`src/rtl/mux8_rr_arbiter_if.sv`:
```
`default_nettype none
// +----------------------------------------------------------------------------+
// | Module   : mux8_rr_arbiter_if                                              |
// | Brief    : Request and output handshake bundle for mux8_rr_arbiter         |
// | Revision : 1.0                                                             |
// +----------------------------------------------------------------------------+
interface mux8_rr_arbiter_if #(
   parameter int WIDTH = 8
);
   logic [7:0]         in_valid;
   logic [8*WIDTH-1:0] in_data;
   logic [7:0]         in_last;
   logic [7:0]         in_ready;
   logic               out_valid;
   logic [WIDTH-1:0]   out_data;
   logic [2:0]         out_sel;
   logic               out_ready;

   // Producer/consumer side of the arbiter.
   modport master (
      output in_valid, in_data, in_last, out_ready,
      input  in_ready, out_valid, out_data, out_sel
   );

   // Arbiter side.
   modport slave (
      input  in_valid, in_data, in_last, out_ready,
      output in_ready, out_valid, out_data, out_sel
   );
endinterface
`default_nettype wire

```
`src/rtl/mux8_rr_arbiter.sv`:
```
`default_nettype none
// +----------------------------------------------------------------------------+
// | Module   : mux8_rr_arbiter (plus generic mux8 gate)                        |
// | Brief    : 8-way round-robin arbiter feeding a one-entry output register.  |
// |            Define MUX8_ARB_LOCK_EN to enable packet lock on in_last.       |
// | Revision : 1.0                                                             |
// +----------------------------------------------------------------------------+

module mux8 #(
   parameter int WIDTH = 8
) (
   input  wire logic [WIDTH-1:0] d0,
   input  wire logic [WIDTH-1:0] d1,
   input  wire logic [WIDTH-1:0] d2,
   input  wire logic [WIDTH-1:0] d3,
   input  wire logic [WIDTH-1:0] d4,
   input  wire logic [WIDTH-1:0] d5,
   input  wire logic [WIDTH-1:0] d6,
   input  wire logic [WIDTH-1:0] d7,
   input  wire logic [2:0]       s,
   output logic      [WIDTH-1:0] y
);
   always_comb begin
      y = d0;
      case (s)
         3'd1:    y = d1;
         3'd2:    y = d2;
         3'd3:    y = d3;
         3'd4:    y = d4;
         3'd5:    y = d5;
         3'd6:    y = d6;
         3'd7:    y = d7;
         default: y = d0;
      endcase
   end
endmodule

module mux8_rr_arbiter #(
   parameter int WIDTH = 8
) (
   input  wire logic        clk,
   input  wire logic        rst_n,
   mux8_rr_arbiter_if.slave bus
);
   localparam int c_NREQ = 8;

   logic [2:0]       r_ptr;
   logic             r_valid;
   logic [WIDTH-1:0] r_data;
   logic [2:0]       r_sel;

   logic [7:0]       w_req;
   logic [2:0]       w_grant;
   logic             w_any;
   logic             w_can_load;
   logic             w_xfer;
   logic             w_ptr_upd;
   logic [WIDTH-1:0] w_mux_y;
   logic [WIDTH-1:0] w_slice [c_NREQ];

   for (genvar gi = 0; gi < c_NREQ; gi++) begin : g_slice
      assign w_slice[gi] = bus.in_data[gi*WIDTH +: WIDTH];
   end

   // Rotating priority search starting at r_ptr; index arithmetic wraps in 3 bits.
   always_comb begin
      w_any   = 1'b0;
      w_grant = r_ptr;
      for (int k = 0; k < c_NREQ; k++) begin
         if (!w_any && w_req[r_ptr + 3'(k)]) begin
            w_any   = 1'b1;
            w_grant = r_ptr + 3'(k);
         end
      end
   end

   assign w_can_load = !r_valid || bus.out_ready;
   assign w_xfer     = rst_n && w_can_load && w_any;

   always_comb begin
      bus.in_ready = '0;
      if (w_xfer) begin
         bus.in_ready[w_grant] = 1'b1;
      end
   end

   mux8 #(
      .WIDTH (WIDTH)
   ) u_mux (
      .d0 (w_slice[0]),
      .d1 (w_slice[1]),
      .d2 (w_slice[2]),
      .d3 (w_slice[3]),
      .d4 (w_slice[4]),
      .d5 (w_slice[5]),
      .d6 (w_slice[6]),
      .d7 (w_slice[7]),
      .s  (w_grant),
      .y  (w_mux_y)
   );

`ifdef MUX8_ARB_LOCK_EN
   localparam logic [0:0] c_ST_IDLE   = 1'b0;
   localparam logic [0:0] c_ST_LOCKED = 1'b1;

   logic [0:0] r_state;
   logic [0:0] w_state_nxt;
   logic [2:0] r_owner;
   logic [2:0] w_owner_nxt;

   always_ff @(posedge clk or negedge rst_n) begin
      if (!rst_n) begin
         r_state <= c_ST_IDLE;
         r_owner <= 3'd0;
      end else begin
         r_state <= w_state_nxt;
         r_owner <= w_owner_nxt;
      end
   end

   always_comb begin
      w_state_nxt = r_state;
      w_owner_nxt = r_owner;
      case (r_state)
         c_ST_IDLE: begin
            if (w_xfer && !bus.in_last[w_grant]) begin
               w_state_nxt = c_ST_LOCKED;
               w_owner_nxt = w_grant;
            end
         end
         c_ST_LOCKED: begin
            if (w_xfer && bus.in_last[r_owner]) begin
               w_state_nxt = c_ST_IDLE;
            end
         end
         default: w_state_nxt = c_ST_IDLE;
      endcase
   end

   // While locked only the owner is eligible, even if others are valid.
   always_comb begin
      w_req = bus.in_valid;
      if (r_state == c_ST_LOCKED) begin
         w_req = bus.in_valid & (8'b1 << r_owner);
      end
   end

   // When locked the grant is the owner, so both states rotate only on a last beat.
   assign w_ptr_upd = w_xfer && bus.in_last[w_grant];
`else
   logic w_unused_last;

   assign w_req         = bus.in_valid;
   assign w_ptr_upd     = w_xfer;
   assign w_unused_last = ^bus.in_last;
`endif

   always_ff @(posedge clk or negedge rst_n) begin
      if (!rst_n) begin
         r_valid <= 1'b0;
         r_data  <= '0;
         r_sel   <= 3'd0;
         r_ptr   <= 3'd0;
      end else begin
         if (w_xfer) begin
            r_valid <= 1'b1;
            r_data  <= w_mux_y;
            r_sel   <= w_grant;
         end else if (bus.out_ready) begin
            r_valid <= 1'b0;
         end
         if (w_ptr_upd) begin
            r_ptr <= w_grant + 3'd1;
         end
      end
   end

   assign bus.out_valid = r_valid;
   assign bus.out_data  = r_data;
   assign bus.out_sel   = r_sel;
endmodule
`default_nettype wire

```
`src/flat_wrapper.sv`:
```
// flat-port wrapper written by rule: the top's interface ports become plain ports
module mux8_rr_arbiter_flat 
#(
   parameter int WIDTH = 8
)
  (clk, rst_n, bus_in_valid, bus_in_data, bus_in_last, bus_out_ready, bus_in_ready, bus_out_valid, bus_out_data, bus_out_sel);
  mux8_rr_arbiter_if #(.WIDTH(WIDTH)) bus_i ();
  input  wire logic clk;
  input  wire logic rst_n;
  input wire logic [$bits(bus_i.in_valid)-1:0] bus_in_valid;
  input wire logic [$bits(bus_i.in_data)-1:0] bus_in_data;
  input wire logic [$bits(bus_i.in_last)-1:0] bus_in_last;
  input wire logic [$bits(bus_i.out_ready)-1:0] bus_out_ready;
  output wire logic [$bits(bus_i.in_ready)-1:0] bus_in_ready;
  output wire logic [$bits(bus_i.out_valid)-1:0] bus_out_valid;
  output wire logic [$bits(bus_i.out_data)-1:0] bus_out_data;
  output wire logic [$bits(bus_i.out_sel)-1:0] bus_out_sel;
  assign bus_i.in_valid = bus_in_valid;
  assign bus_i.in_data = bus_in_data;
  assign bus_i.in_last = bus_in_last;
  assign bus_i.out_ready = bus_out_ready;
  assign bus_in_ready = bus_i.in_ready;
  assign bus_out_valid = bus_i.out_valid;
  assign bus_out_data = bus_i.out_data;
  assign bus_out_sel = bus_i.out_sel;
  mux8_rr_arbiter #(.WIDTH(WIDTH)) u_core (.clk(clk), .rst_n(rst_n), .bus(bus_i));
endmodule
```
`config.mk`:
```
export PLATFORM = sky130hd
export DESIGN_NAME = mux8_rr_arbiter_flat
export DESIGN_NICKNAME = d
export VERILOG_FILES = /design/src/rtl/mux8_rr_arbiter_if.sv /design/src/rtl/mux8_rr_arbiter.sv /design/src/flat_wrapper.sv
export SDC_FILE = /design/constraint.sdc
export NUM_CORES = 1
export LEC_CHECK = 0
export BUFFER_PORTS_ARGS = -buffer_cell sky130_fd_sc_hd__buf_2
export CAP_MARGIN = 15
export CORE_ASPECT_RATIO = 0.9
export CORE_UTILIZATION = 45
export DETAILED_ROUTE_END_ITERATION = 16
export GPL_ROUTABILITY_DRIVEN = 0
export PLACE_DENSITY_LB_ADDON = 0.15
export RECOVER_POWER = 100
export SKIP_LAST_GASP = 1
export SYNTH_ARGS = -nofsm -noshare
export SYNTH_HDL_FRONTEND = slang
export SYNTH_SLANG_ARGS = --single-unit
```
`constraint.sdc`:
```
create_clock -name clk -period 12.15 [get_ports clk]
set_clock_uncertainty 0.2 [all_clocks]
set_input_delay 0.6075 -clock clk [delete_from_list [all_inputs] [get_ports clk]]
set_output_delay 0.6075 -clock clk [all_outputs]
set_load 0.005 [all_outputs]
```
==> results of run 1 <==
==> cells by family (layout without fill, tap and decap cells) <==
group | after synthesis | after routing | synth area share, %
buffers and inverters | 29 | 111 | 5.95
and+or+nand+nor | 108 | 108 | 22.0
adders and majority gates | 3 | 3 | 1.59
AOI/OAI and AO/OA | 71 | 71 | 22.8
muxes | 47 | 47 | 28.8
xor gates and xnor gates | 6 | 6 | 2.87
DFF | 15 | 15 | 15.9
==> layer usage <==
layer	global-route usage, %	vias to the layer above	part of all wire, %	routed length [um]
met5	0	-	0	0
met4	4.53	0	0.55	38
met3	4.39	4	6.2	426
met2	39.7	103	45	3120
met1	36.1	1206	48	3330
li1	-	1236	-	-
==> critical path: stages, from the launching register on <==
cell      delay [ps]
dfrtp_1          820
clkinv_1         500
ha_1             820
mux2_1           400
mux4_2           540
o32ai_1          650
nand3_1          140
a32oi_1          630
or2_0           1080
nor2_1           130
ha_1             470
nor2b_1          260
mux2i_1          100
o211ai_1         150
a21boi_0         230
o22a_1           170
==> through the flow <==
stage	area, um2	hold slack, ps	std cells	util (%)	setup WS, ps
global route	2850	315	426	57.9	4140
finish	2850	252	426	57.9	4770
floorplan	2350	112	279	-	6900
global placement	2830	289	422	57.5	5260
CTS	2880	73.8	426	58.5	5200
detailed placement	2830	287	422	57.5	5220
==> worst paths after layout <==
kind	end	start	slack, ps
min in group clk	u_core.bus.out_data[5]	u_core.bus.out_data[5]	310
worst max register to register	u_core.bus.out_data[2]	u_core.r_ptr[0]	4770
worst min-delay path	u_core.bus.out_data[7]	rst_n	250
worst max-delay path	u_core.bus.out_data[2]	u_core.r_ptr[0]	4770
max in group asynchronous	u_core.bus.out_data[4]	rst_n	10960
worst min register to register	u_core.bus.out_data[5]	u_core.bus.out_data[5]	310
==> layout by cell type (no fill, tap or decap), types with 5 or more instances in the layout <==
| cell | Yosys | routed |
|---|---|---|
| buf_2 | 7 | 78 |
| nor2b_1 | 10 | 10 |
| dfrtp_1 | 15 | 15 |
| a21oi_1 | 7 | 7 |
| nand2_1 | 39 | 39 |
| mux4_2 | 14 | 14 |
| nand2b_1 | 5 | 5 |
| nor2_1 | 21 | 21 |
| nand3_1 | 15 | 15 |
| inv_1 | 7 | 7 |
| o211ai_1 | 13 | 13 |
| mux2_1 | 8 | 8 |
| clkbuf_1 | 8 | 14 |
| mux2_2 | 14 | 14 |
| mux2i_1 | 10 | 10 |
| a31oi_1 | 11 | 11 |
==> synth_stat cells (4+ instances only) <==
master and number:
clkbuf_1 8, a22oi_1 4, nor2_1 21, o211ai_1 13, buf_4 4, mux2_2 14
nand2b_1 5, mux2_1 8, dfrtp_1 15, o21ai_0 4, nand2_1 39, nand3_1 15
inv_1 7, nor2b_1 10, o22a_1 4, buf_2 7, a21oi_1 7, mux4_2 14
mux2i_1 10, a31oi_1 11
==> area by class of cell <==
| cell class | instances | area, um2 | share of cell area, % |
|---|---|---|---|
| multi-input combinational | 235 | 1830 | 64.3 |
| timing repair buffer | 99 | 484 | 17.0 |
| sequential | 15 | 375 | 13.2 |
| tap | 65 | 81.3 | 2.85 |
| clock buffer | 3 | 41.3 | 1.45 |
| inverter | 8 | 30.0 | 1.05 |
| clock inverter | 1 | 5.00 | 0.176 |
==> state kept, by name, indices dropped and copies added, names as in the netlist <==
name	count
u_core.bus.out_valid	1
u_core.bus.out_sel	3
u_core.r_ptr	3
u_core.bus.out_data	8
==> flow_metrics.py, run 1 <==
metrics = {
    "worst_setup_path": {
        "rr_worst_depth": 15,
        "required_ps": 12140,
        "critPathMaxFanout": 21,
        "crit_path_start_kind": "flip-flop",
        "crit_arrival_ps": 7370,
        "end_kind": "flip-flop",
        "worst-setup-path-type": "reg2reg",
    },
    "timing": {
        "min_period_ps": 7380,
        "clock.fmax_mhz": 135,
        "slew_viol_final": 0,
        "worstMarginPinSlew_ps": 1350,
        "fin_crit_sh_pct": 60.8,
        "relSlewSlack_pct": 10.2,
        "rsz0062_at_grt": "no",
        "tns_ps": 0,
        "finalHoldViolations": 0,
        "setup_violations": 0,
    },
    "drt": {
        "drt-wirelength-per-cell_um": 16.2,
        "drtAntennaViolNets": 0,
        "wirelength_um": 6920,
        "first_pass_iters": 5,
        "drt_iter0_markers": 207,
        "vias": 2549,
        "via_per_inst": 5.98,
        "drc": 0,
    },
    "clocking": {
        "clockBufferDepth": 2,
        "cts_tree": "done",
        "cts_setup_buffers": 0,
        "ctsResizeCount": 0,
        "insertion_delay_ps": 250,
        "cts.clk_slew.worst_paths_ps": 60,
        "cts-root-buf": "clkbuf_8",
        "hold_buffers": 0,
        "clock-sinks": 15,
        "numCtsBuffers": 3,
        "htreeDepth": 1,
    },
    "die": {
        "rows": 24,
        "coreArea_um2": 4920,
        "io_pins": 103,
        "initial_core_util_pct": 47.8,
        "die-area_um2": 5530,
        "die_w_um": 78.3,
        "dieHeight_um": 70.6,
    },
    "grt": {
        "grt_pass1_vias": 2354,
        "antenna_found_initial": 0,
        "grt-ovfl-total": 0,
        "grt.total_usage_pct": 25.0,
        "grt_pass1_wl_um": 11200,
        "grt_max_degree": 27,
    },
    "synthesis": {
        "ys_warn_count": 0,
        "syn_area_um2": 2350,
        "ys_seq_area_share_pct": 15.9,
        "synth_area_leaders": "dfrtp_1, mux4_2, mux2_2",
        "synth-seq-cells": 15,
        "synthArstFlopShare_pct": 100,
        "ys.flop_type": "dfrtp_1",
        "synth_top_area_cell": "dfrtp_1",
        "syn_area_per_cell_um2": 8.44,
        "ys_types": 60,
        "synth_edf_count": 0,
        "syn-instance-count": 279,
        "synth_top_cell_area_share_pct": 15.9,
        "synthesis.nets": 365,
    },
    "layout": {
        "syn2layout_area_growth_pct": 21.0,
        "diodes": 0,
        "fill_cells": 480,
        "fin_nets": 448,
        "drive_gt1_share_pct": 34.1,
    },
    "placement": {
        "dp_hpwl_um": 5100,
        "io_buffer_count": 94,
    },
    "run": {
        "cap_viol_max_count": 0,
    },
    "outcome": {
        "outcome": "finished, final reports clean",
    },
    "worst_hold_path": {
        "hp-class": "in2async",
    },
}
Power of run 1 is not shown: default switching activity piles up to over one toggle a cycle in this logic, so the estimate is an artifact.
==> inputs of run 2 (changes only) <==
clock period = 7.6 ns   (was 12.15 ns; I/O delays follow)
==> run 2 against run 1 <==
The run now ends with capacitance limit, slew limit left. Setup slack got worse by 3800 ps. Sequential cell count did not move. Non-clock buffer count rose by 4. Final area rose by 0.97%. Critical path depth fell by 3. Register-to-register slack got worse by 3800 ps. Critical path type is now reg2out.
==> flow_metrics.py, run 2 (synthesized netlist as in run 1, its figures left out) <==
metrics = {
    "outcome": {
        "outcome": "complete, but fails checks",
        "failed_checks": "capacitance limit, slew limit",
    },
    "drt": {
        "wirelength_um": 6870,
        "vias": 2601,
        "first_pass_iters": 4,
        "drtAntennaViolNets": 0,
        "drc": 0,
        "via_per_inst": 6.05,
        "drt_iter0_markers": 231,
        "drt-wirelength-per-cell_um": 16.0,
    },
    "layout": {
        "regArea_um2": 375,
        "diodes": 0,
        "final_cell_mix": "buf_2, nand2_1, nor2_1, nand3_1, dfrtp_1",
        "multi_input_area_um2": 1830,
        "fill_cells": 478,
        "drive_gt1_share_pct": 34.8,
        "syn2layout_area_growth_pct": 22.2,
        "fin_nets": 452,
        "largest_register_ffs": 8,
        "mostFrequentLayoutCell": "buf_2",
        "design_area_um2": 2880,
    },
    "grt": {
        "grt-ovfl-total": 0,
        "grt_pass1_wl_um": 11500,
        "grt_max_degree": 26,
        "grt_pass1_vias": 2420,
        "antenna_found_initial": 0,
        "grt.total_usage_pct": 25.7,
    },
    "timing": {
        "slew_viol_final": 21,
        "relSlewSlack_pct": -31.0,
        "worstMarginPinSlew_ps": 1950,
        "rsz0062_at_grt": "no",
        "tns_ps": 0,
        "clock.fmax_mhz": 150,
        "finalHoldViolations": 0,
        "fin_crit_sh_pct": 87.6,
        "min_period_ps": 6660,
        "setup_violations": 0,
    },
    "worst_setup_path": {
        "critPathBufInv": 3,
        "slowest_stage": "xnor2_1",
        "end_kind": "output pin",
        "crit_family": "XOR/XNOR gates",
        "crit_cells": 12,
        "slowest_delay_ps": 1550,
        "crit_chain": "buf_4 -> clkinv_1 -> ha_1 -> mux2_1 -> mux4_2 -> o32ai_1 -> a311o_1 -> a31oi_1 -> xnor2_1 -> nand2_1 -> nor2_1 -> clkbuf_2",
        "rr_worst_depth": 17,
        "critPathMaxFanout": 20,
        "worst-setup-path-type": "reg2out",
        "required_ps": 7020,
        "crit_path_start_kind": "flip-flop",
        "crit_arrival_ps": 6080,
    },
    "worst_hold_path": {
        "hp-class": "in2reg",
        "hold_depth": 3,
    },
    "clocking": {
        "clock-sinks": 15,
        "clockBufferDepth": 2,
        "cts-root-buf": "clkbuf_8",
        "insertion_delay_ps": 250,
        "htreeDepth": 1,
        "ctsResizeCount": 0,
        "cts_tree": "done",
        "numCtsBuffers": 3,
        "cts.clk_slew.worst_paths_ps": 60,
    },
    "run": {
        "cap_viol_max_count": 1,
    },
    "die": {
        "coreArea_um2": 4920,
        "dieHeight_um": 70.6,
        "die_w_um": 78.3,
        "rows": 24,
        "io_pins": 103,
        "initial_core_util_pct": 47.8,
        "die-area_um2": 5530,
    },
    "placement": {
        "io_buffer_count": 94,
        "post_dp_cell_area_um2": 2860,
        "dp_hpwl_um": 5160,
    },
}
-- run 2: timing repair --
action	CTS	global route
hold endpoints to repair	15	0
setup endpoints to repair	0	0
setup buffers	0	0
hold buffers	1	0
-- run 2: path summary, 6_finish.rpt --
path                       slack, ps                  start                      to
min reg2reg                      310  u_core.bus.out_sel[0]   u_core.bus.out_sel[0]
min in group asynchronous        560                  rst_n  u_core.bus.out_data[7]
max reg2reg                     1010        u_core.r_ptr[0]  u_core.bus.out_data[2]
min                              250          bus_out_ready    u_core.bus.out_valid
max in group asynchronous       6110                  rst_n  u_core.bus.out_data[4]
max                              940        u_core.r_ptr[0]         bus_in_ready[1]
-- run 2: final cells by class --
class                      count  share of cell area (%)
sequential                    15                    13.0
clock inverter                 1                   0.174
inverter                       8                    1.04
clock buffer                   3                    1.44
timing repair buffer         103                    18.0
tap                           65                    2.83
multi-input combinational    235                    63.5
-- run 2: worst min-delay path, delay by kind of cell --
kind / cells / cell delay [ps]
AND/OR/NAND/NOR: 2 / 200
buffers and inverters: 1 / 70
-- run 2: stage by stage --
step / worst slack (ps) / utilization [%] / std cells / hold WS [ps]
floorplan: 2350 / - / 279 / -116
global placement: 1410 / 58.0 / 425 / 112
detailed placement: 1350 / 58.0 / 425 / 113
CTS: 1320 / 59.1 / 430 / 247
global route: 399 / 58.4 / 430 / 255
finish: 943 / 58.4 / 430 / 247
-- run 2: per-layer routing --
layer  track usage [%]  up-vias  share of wire (%)
li1                  -     1240                  -
met1              37.4     1253                 48
met2              40.8      104                 45
met3              4.26        4                6.9
met4              4.32        0               0.52
met5                 0        -                  0
Power of run 2 is left out for the same reason.
==> inputs of run 3 (changes only) <==
ABC_AREA = 1   (was default)
CAP_MARGIN = 25   (was 15)
==> run 3 against run 2 <==
The flow now finishes without violations. Register-to-register slack improved by 920 ps. Sequential cell count unchanged. Maximum frequency is 16% higher. Non-clock buffer count shrank 8. Clock-buffer cell count grew 1. Global-route usage fell by 1.2 points. Largest cell class unchanged. Sequential share of layout area rose by 1.5 points. Critical endpoint is now bus_in_ready[2]. First-iteration DRC count down 26%. Via count grew 1.1%. Highest routed layer unchanged.
==> flow_metrics.py, run 3 <==
metrics = {
    "outcome": {
        "outcome": "finished, final reports clean",
    },
    "worst_setup_path": {
        "crit_family": "simple AND/OR/NAND/NOR gates",
        "crit_cells": 16,
        "crit_path_start": "u_core.r_ptr[0]",
        "crit_chain": "inv_1 -> ha_1 -> inv_1 -> nand3_1 -> nand3_1 -> nand2_1 -> nor2_1 -> nand4_2 -> nor2_1 -> nand3_1 -> inv_1 -> a21oi_1 -> nand2_1 -> nand2_1 -> nor4_1 -> buf_2",
        "rr_worst_depth": 20,
        "slowest_stage": "nand2_1",
        "crit_arrival_ps": 5160,
        "r2r_setup_slack_ps": 1930,
        "end_kind": "output pin",
        "required_ps": 7020,
        "slowest_delay_ps": 730,
        "rr_endpoint": "u_core.bus.out_data[4]",
        "critPathBufInv": 4,
        "crit_path_start_kind": "flip-flop",
        "critPathMaxFanout": 32,
        "timing.rr.start": "u_core.r_ptr[0]",
        "crit_end": "bus_in_ready[2]",
        "worst-setup-path-type": "reg2out",
    },
    "grt": {
        "grt_max_degree": 33,
        "grt_pass1_wl_um": 9410,
        "antenna_found_initial": 0,
        "grt-ovfl-total": 0,
        "grt_pass1_vias": 2036,
        "grt.total_usage_pct": 24.5,
    },
    "die": {
        "dieHeight_um": 66.9,
        "die_w_um": 74.1,
        "io_pins": 103,
        "die-area_um2": 4950,
        "rows": 23,
        "coreArea_um2": 4460,
        "initial_core_util_pct": 47.2,
    },
    "synthesis": {
        "synthArstFlopShare_pct": 100,
        "ys_types": 31,
        "ys_seq_area_share_pct": 17.8,
        "ys_warn_count": 0,
        "synth-seq-cells": 15,
        "synthesis.nets": 454,
        "synth_edf_count": 0,
        "syn_area_per_cell_um2": 5.72,
        "synth_top_cell_area_share_pct": 22.3,
        "syn_area_um2": 2100,
        "synth_common_cells": "nand2_1, nand3_1, nor2_1",
        "synth_top_area_cell": "nand2_1",
        "ys.flop_type": "dfrtp_1",
        "synth_area_leaders": "nand2_1, dfrtp_1, nand3_1",
        "yosysMostFrequentCell": "nand2_1",
        "syn-instance-count": 368,
    },
    "timing": {
        "rsz0062_at_grt": "no",
        "setup_violations": 0,
        "tns_ps": 0,
        "clock.fmax_mhz": 174,
        "relSlewSlack_pct": 35.9,
        "fin_ws_ps": 1860,
        "fin_crit_sh_pct": 75.5,
        "finalHoldViolations": 0,
        "min_period_ps": 5740,
        "slew_viol_final": 0,
        "worstMarginPinSlew_ps": 960,
    },
    "worst_hold_path": {
        "hold_depth": 4,
        "hp-class": "in2reg",
    },
    "drt": {
        "wl_met3_um": 460,
        "drt_iter0_markers": 170,
        "wirelength_um": 6200,
        "met2WireLength_um": 2720,
        "met1_length_um": 2990,
        "drc": 0,
        "highest_layer": "met4",
        "via_per_inst": 5.10,
        "vias": 2629,
        "drt-wirelength-per-cell_um": 12.0,
        "first_pass_iters": 4,
        "drtAntennaViolNets": 0,
    },
    "layout": {
        "final_cell_count_no_fill": 515,
        "largest_register_ffs": 8,
        "multi_input_area_um2": 1510,
        "fill_cells": 479,
        "mostFrequentLayoutCell": "nand2_1",
        "fin_nets": 540,
        "final_cell_mix": "nand2_1, buf_2, nand3_1, nor2_1, inv_1",
        "regArea_um2": 375,
        "drive_gt1_share_pct": 24.5,
        "diodes": 0,
        "design_area_um2": 2580,
        "syn2layout_area_growth_pct": 22.6,
    },
    "clocking": {
        "htreeDepth": 1,
        "cts.clk_slew.worst_paths_ps": 60,
        "insertion_delay_ps": 240,
        "cts_tree": "done",
        "cts-root-buf": "clkbuf_8",
        "numCtsBuffers": 3,
        "ctsResizeCount": 0,
        "clockBufferDepth": 2,
        "clock-sinks": 15,
    },
    "run": {
        "cap_viol_max_count": 0,
    },
    "placement": {
        "post_dp_cell_area_um2": 2570,
        "placed_cells": 510,
        "place_ws_ps": 2800,
        "io_buffer_count": 94,
        "dp_hpwl_um": 4890,
    },
}
run 3: cell count changes in the layout (fill, tap and decap cells not counted), moves of 10 or more:
| cell | change |
|---|---|
| nor2_1 | +26 |
| nand3_1 | +59 |
| mux2i_1 | -10 |
| inv_1 | +13 |
| nor2b_1 | -10 |
| a31oi_1 | -10 |
| o211ai_1 | -13 |
| mux4_2 | -14 |
| mux2_2 | -13 |
| nand2_1 | +89 |
| nand4_1 | +17 |
run 3: stage by stage:
step           utilization [%]  hold slack (ps)
6_report                  57.8              237
2_1_floorplan                -             -116
3_5_place_dp              57.6              106
3_3_place_gp              57.6             99.2
5_1_grt                   57.8              252
4_1_cts                   58.8              239
run 3: final cells by class:
cell class	instances	share of cell area, %
inverters	28	4.12
clock buffers	4	1.75
repair buffers	95	18.0
flip-flops and latches	15	14.5
multi-input cells	311	58.6
well taps	62	3.01
run 3: cell families after synthesis:
kind of cell / Yosys count / synth area share [%]
DFF: 15 / 17.8
adders and majority gates: 3 / 1.78
AOI/OAI and AO/OA: 19 / 5.77
buffers and inverters: 42 / 9.10
xor gates and xnor gates: 4 / 2.38
and+or+nand+nor: 285 / 63.1
run 3: how the worst min path moves through the flow:
stage               slack [ps]                     end           from
floorplan                 -120  u_core.bus.out_data[0]          rst_n
global placement           100    u_core.bus.out_valid          rst_n
detailed placement         110   u_core.bus.out_sel[1]          rst_n
CTS                        240    u_core.bus.out_valid  bus_out_ready
global route               250    u_core.bus.out_valid  bus_out_ready
finish                     240    u_core.bus.out_valid  bus_out_ready
run 3: routing by layer:
layer | global-route usage [%] | vias to the layer above
li1 | - | 1375
met1 | 38.5 | 1150
met2 | 36.4 | 100
met3 | 1.51 | 4
met4 | 4.09 | 0
met5 | 0 | -
run 3: what timing repair did:
action / CTS / global route
buffers inserted: 0 / 0
hold buffers: 1 / 0
endpoints found under the hold margin: 15 / 0
run 3: worst min-delay path: cells and delay by family:
kind	cells	cell delay, ps
buffers and inverters	2	110
and+or+nand+nor	2	140
Power of run 3 is left out for the same reason.
